--- config.mk ---
export PLATFORM = sky130hd
export DESIGN_NAME = pid_move_sequencer
export DESIGN_NICKNAME = d
export VERILOG_FILES = /design/src/rtl/pid_move_sequencer.sv
export SDC_FILE = /design/constraint.sdc
export NUM_CORES = 1
export LEC_CHECK = 0
export ABC_AREA = 1
export BUFFER_PORTS_ARGS = -buffer_cell sky130_fd_sc_hd__buf_2
export CAP_MARGIN = 40
export CORE_MARGIN = 2
export CORE_UTILIZATION = 57
export CTS_BUF_LIST = sky130_fd_sc_hd__clkbuf_2 sky130_fd_sc_hd__clkbuf_4 sky130_fd_sc_hd__clkbuf_8
export CTS_CLUSTER_SIZE = 16
export DETAILED_ROUTE_END_ITERATION = 10
export PLACE_DENSITY = 0.94
export SYNTH_ARGS = -nofsm -noshare
export SYNTH_HDL_FRONTEND = slang
export SYNTH_SLANG_ARGS = --single-unit
export TNS_END_PERCENT = 10
--- constraint.sdc ---
create_clock -name clk -period 2.65 [get_ports clk]
set_input_delay 0.265 -clock clk [delete_from_list [all_inputs] [get_ports clk]]
set_output_delay 0.265 -clock clk [all_outputs]
set_load 0.05 [all_outputs]
--- src/rtl/pid_move_sequencer.sv ---
// pid_move_sequencer: runs one move command for the PID steering datapath.
// It latches a desired heading and a square count, then walks the move
// through its phases: align to the heading, ramp the forward speed up,
// cruise while counting line crossings, ramp down, and finish.
//
// Ports:
//   clk, rst_n           clock, asynchronous active-low reset
//   cmd_vld/cmd_rdy      command handshake (cmd_rdy high only in IDLE)
//   cmd_hdg, cmd_sqrs    desired heading and squares to travel
//   heading, heading_rdy gyro heading and its 1-cycle sample strobe
//   cntrIR               centre line sensor (level)
//   moving, frwrd        PID enable and forward speed
//   error, err_vld       signed heading error and its valid strobe
//   done                 1-cycle pulse on move completion
module pid_move_sequencer #(
  parameter bit          FAST_SIM      = 1'b1,
  parameter logic [9:0]  RAMP_SLOW     = 10'h003,
  parameter logic [9:0]  RAMP_FAST     = 10'h020,
  parameter logic [9:0]  FRWRD_MAX     = 10'h300,
  parameter logic [11:0] SETTLE_THRESH = 12'h02C
) (
  input  logic        clk,
  input  logic        rst_n,
  input  logic        cmd_vld,
  input  logic [11:0] cmd_hdg,
  input  logic [3:0]  cmd_sqrs,
  output logic        cmd_rdy,
  input  logic [11:0] heading,
  input  logic        heading_rdy,
  input  logic        cntrIR,
  output logic        moving,
  output logic [9:0]  frwrd,
  output logic [11:0] error,
  output logic        err_vld,
  output logic        done
);

  localparam int unsigned HDG_W = 12;
  localparam int unsigned SPD_W = 10;
  localparam int unsigned CNT_W = 5;

  typedef enum logic [2:0] {
    IDLE    = 3'd0,
    ALIGN   = 3'd1,
    RAMP_UP = 3'd2,
    CRUISE  = 3'd3,
    RAMP_DN = 3'd4,
    DONE    = 3'd5
  } state_t;

  state_t           state;
  logic [HDG_W-1:0] dsrd_hdg;
  logic [CNT_W-1:0] target;
  logic [CNT_W-1:0] line_cnt;
  logic             cntrIR_ff;

  logic [SPD_W-1:0] step;
  logic [HDG_W-1:0] err_mag;
  logic             aligned;
  logic             rise;
  logic             counting;
  logic [CNT_W-1:0] cnt_nxt;
  logic             hit;
  logic [SPD_W:0]   up_sum;
  logic [SPD_W-1:0] up_val;
  logic [SPD_W-1:0] dn_val;

  // PID-facing decodes and pass-throughs
  assign error   = HDG_W'(heading - dsrd_hdg);
  assign err_vld = heading_rdy;
  assign moving  = (state != IDLE);
  assign cmd_rdy = (state == IDLE);

  assign step = FAST_SIM ? RAMP_FAST : RAMP_SLOW;

  // Magnitude of the signed error; 12'h800 maps to itself and never aligns
  assign err_mag = error[HDG_W-1] ? HDG_W'(~error + 12'd1) : error;
  assign aligned = (err_mag < SETTLE_THRESH);

  // Line counting, including a rise seen in the current cycle
  assign rise     = cntrIR & ~cntrIR_ff;
  assign counting = (state == RAMP_UP) || (state == CRUISE);
  assign cnt_nxt  = (counting && rise && (line_cnt != 5'd31)) ?
                    CNT_W'(line_cnt + 5'd1) : line_cnt;
  assign hit      = counting && (cnt_nxt == target);

  // Ramp arithmetic; the up sum carries an extra bit so it cannot wrap
  assign up_sum = (SPD_W+1)'({1'b0, frwrd}) + (SPD_W+1)'({1'b0, step});
  assign up_val = (up_sum >= {1'b0, FRWRD_MAX}) ? FRWRD_MAX : up_sum[SPD_W-1:0];
  assign dn_val = (frwrd <= step) ? '0 : SPD_W'(frwrd - step);

  // Move sequencer FSM with registered speed and done
  always_ff @(posedge clk or negedge rst_n) begin
    if (!rst_n) begin
      state     <= IDLE;
      frwrd     <= '0;
      dsrd_hdg  <= '0;
      target    <= '0;
      line_cnt  <= '0;
      cntrIR_ff <= 1'b0;
      done      <= 1'b0;
    end else begin
      cntrIR_ff <= cntrIR;
      line_cnt  <= cnt_nxt;
      done      <= 1'b0;
      case (state)
        IDLE: begin
          if (cmd_vld) begin
            dsrd_hdg <= cmd_hdg;
            target   <= {cmd_sqrs, 1'b0};
            line_cnt <= '0;
            frwrd    <= '0;
            state    <= ALIGN;
          end
        end
        ALIGN: begin
          frwrd <= '0;
          if (heading_rdy && aligned) begin
            if (target == '0) begin
              state <= DONE;
              done  <= 1'b1;
            end else begin
              state <= RAMP_UP;
            end
          end
        end
        RAMP_UP: begin
          // Reaching the line target wins over a ramp step in the same cycle
          if (hit) begin
            state <= RAMP_DN;
          end else if (heading_rdy) begin
            frwrd <= up_val;
            if (up_val == FRWRD_MAX) state <= CRUISE;
          end
        end
        CRUISE: begin
          frwrd <= FRWRD_MAX;
          if (hit) state <= RAMP_DN;
        end
        RAMP_DN: begin
          if (frwrd == '0) begin
            state <= DONE;
            done  <= 1'b1;
          end else if (heading_rdy) begin
            frwrd <= dn_val;
          end
        end
        DONE: begin
          frwrd <= '0;
          state <= IDLE;
        end
        default: state <= IDLE;
      endcase
    end
  end

endmodule

==> flow_metrics.tcl <==
set metrics [dict create \
    internal_power_mw 1.98 \
    cts_max_level 2 \
    path_class "flip-flop to flip-flop" \
    hold_path.class "input port to asynchronous set/reset pin" \
    leakage_nw 2.00 \
    crit_fanout 4 \
    wl_um 6470 \
    path_cells "ha_2 > nand2_1 > nor2_1 > ha_2 > nor3b_4 > buf_4 > nand3_1 > nand2_1 > nor2_1 > nor2_1 > nand3b_1 > nand2_2 > nor2_1 > nor2_2 > nand2_1 > nand2_1 > nand2_1" \
    dp.final_hpwl_um 4960 \
    max_freq_mhz 401 \
    grtUsageMet2 0.398 \
    die_x_um 74.3 \
    synth_top_area_frac 0.320 \
    maxCapViolations 0 \
    crit_family "simple AND/OR/NAND/NOR gates" \
    power_per_cell_area_nw_per_um2 1380 \
    outcome "finished, final reports clean" \
    clkPwrFrac 0.105 \
    relSlewSlack 0.465 \
    cts_root_buf "clkbuf_8" \
    slowest_stage "dfrtp_1" \
    crit_end "state[1]" \
    critPathMaxStageDelay_ps 410 \
    regToRegSetupSlack_ps 160 \
    r2r-end "state[1]" \
    cp_common_cell "nand2_1" \
    yosysSeqAreaShare 0.320 \
    path_depth 17 \
    place_area_um2 3170 \
    drt_iter0_markers 266 \
    avgSynthCellArea_um2 6.46 \
    irDropWorstVdd_mv 1.22 \
    design.core.area_um2 4750 \
    setup-violations-final 0 \
    synth_top_area_cell "dfrtp_1" \
    synth.distinct_cells 32 \
    worst_setup_path_end_kind "flip-flop" \
    crit_start "line_cnt[1]" \
    met3_usage 0.0461 \
    r2r_cells 17 \
    start_util 0.593 \
    startpoint_type "flip-flop" \
    syn2layout_area_growth_pct 19.0 \
    antenna_cells 0 \
    drcViolationCount 0 \
    synth.area.top_cells "dfrtp_1, nand2_1, inv_1" \
    grt_first_pass_wirelength_um 10500 \
    ios 59 \
    dr.pass1.iters 5 \
    fp.dieH_um 74.3 \
    comb_power_share 0.697 \
    grtUsageTotal 0.243 \
    synth_seq_cells 36 \
    yosysWarnings 0 \
    synth_cells 436 \
    rsz0062_at_grt "true" \
    via_count 2895 \
    switchingPower_mw 2.63 \
    p_total_mw 4.61 \
    p_seq_frac 0.197 \
    period_needed_ps 2490 \
    cts.sinks 36 \
    numCtsBuffers 5 \
    numPortBuffers 58 \
    final_area_um2 3350 \
    die-area_um2 5520 \
    grt_pass1_vias 2488 \
    grt-busiest-layer "met2" \
    worst-path-buf-inv 1 \
    cts_buffer_depth 2 \
    clk_pin_slew_ps 80 \
    reg2reg_from "line_cnt[1]" \
    grt_overflow 0 \
    gp_congestion 0.977 \
    switching_share 0.571 \
    layout-drive-gt1-share 0.186 \
    drv_slew 0 \
    clk-insertion-delay-late_ps 300 \
    dp_cells 556 \
    final_cell_count_no_fill 568 \
    syn_area_um2 2820 \
    cts_tree "yes" \
    nFillCells 411 \
    final_hold_viol_count 0 \
    antenna_found_initial 0 \
    cp.arrival_ps 2670 \
    fin_nets 550 \
    wl_per_cell_um 11.4 \
    grt_max_degree 37 \
    met1_usage 0.328 \
    skew_ps 13.8 \
    crit_required_ps 2830 \
    routed_via_density 5.10 \
    post-route-period-util 0.941 \
    ant_nets 0 \
    worst_pin_slew_ps 802 \
    ctsHoldBuffers 0 \
    syn-num-nets 486 \
    rows 25 \
]
==> worst reg2reg max path: stages (launching register included) <==
cell	delay (ps)
dfrtp_1	410
ha_2	210
nand2_1	60
nor2_1	40
ha_2	170
nor3b_4	290
buf_4	170
nand3_1	90
nand2_1	120
nor2_1	50
nor2_1	100
nand3b_1	150
nand2_2	100
nor2_1	50
nor2_2	160
nand2_1	90
nand2_1	60
nand2_1	50
==> metal layers <==
metal	up-vias	routed length (um)
met3	11	363
met2	94	3020
met4	0	104
met5	-	0
met1	1303	2990
li1	1487	-
==> repair_timing <==
item | 4_1_cts | 5_1_grt
endpoints found under the setup margin | 0 | 14
gates resized for setup | 0 | 11
hold endpoints to repair | 0 | 0
setup buffers | 0 | 3
==> final cells by class <==
cell class	instances	area (um^2)	area share
Tap cell	67	83.8	0.0250
Inverter	79	297	0.0884
Multi-Input combinational cell	316	1640	0.488
Clock inverter	2	35.0	0.0104
Clock buffer	6	76.3	0.0228
Timing Repair Buffer	62	323	0.0963
Sequential cell	36	901	0.269
==> power groups by stage <==
| stage | logic, mW | clock network (mW) | registers [mW] |
|---|---|---|---|
| 6_report | 3.22 | 0.486 | 0.911 |
| 5_1_grt | 3.57 | 0.518 | 0.938 |
| 4_1_cts | 3.12 | 0.496 | 0.911 |
| 3_5_place_dp | 3.10 | 0 | 0.922 |
| 3_3_place_gp | 3.03 | 0 | 0.914 |
| 2_1_floorplan | 2.40 | 0 | 0.966 |
==> cells in the final DEF (no fill, tap or decap), types with 2 or more instances in the layout <==
cell        n
nor3_1      3
xnor2_1     3
inv_2       2
nand2_4     2
xor2_1      4
a21oi_1     9
nor4_1      2
dfrtp_1    36
clkbuf_4    2
o21ai_0    26
nor2_2      3
clkbuf_8    5
nand3_1    32
buf_4       4
nand2_1   152
inv_1      77
a21oi_2     2
nand3b_1    2
o211ai_1    2
o21ai_1     2
buf_2      57
nand4_1     5
nand2_2     5
nor2_1     35
ha_2        2
ha_1       14
==> worst min path at each step <==
stage               slack, ps  cells after the start        end    from
global route               90                      1  cntrIR_ff  cntrIR
CTS                        80                      1   frwrd[6]   rst_n
global placement          390                      1   frwrd[6]   rst_n
detailed placement        390                      1  cntrIR_ff  cntrIR
finish                     50                      1   frwrd[5]   rst_n
floorplan                 -30                      0  cntrIR_ff   rst_n
==> per-stage QoR <==
step / worst slack [ps] / utilization / hold slack, ps / TNS [ps]
after CTS: 85.4 / 0.691 / 81.8 / 0
after floorplan: 116 / - / -30.6 / 0
after global routing: -62.7 / 0.705 / 88.3 / -161
final: 155 / 0.705 / 50.4 / 0
after detailed placement: 92.6 / 0.667 / 393 / 0
after global placement: 185 / 0.667 / 388 / 0
==> logic make-up (layout without fill, tap and decap cells) <==
group | after synthesis | in the layout | synth area share
xor+xnor | 8 | 8 | 0.0249
buf+inv | 85 | 149 | 0.115
compound gates | 45 | 45 | 0.0928
fa+ha+maj | 17 | 17 | 0.0782
simple gates | 245 | 246 | 0.369
flops | 36 | 36 | 0.320
==> synth_stat cells, drive strengths merged <==
library cell and n:
xor2 5, nand3 33, fa 1, nor3b 1
xnor2 3, nand2 158, o22ai 1, ha 16
nor3 3, nor4 2, nand4 6, dfrtp 36
a31oi 1, buf 3, inv 79, a21oi 11
o21ai 28, o211ai 2, nand3b 2, clkbuf 3
nor2 39, o31ai 1, a2111oi 1, or2 1
==> flip-flops by register name, indices dropped and copies added, names as in the netlist <==
signal / count
frwrd: 10
dsrd_hdg: 12
line_cnt: 5
done: 1
cntrIR_ff: 1
state: 3
target: 4
(Power assumes the default switching activity.)
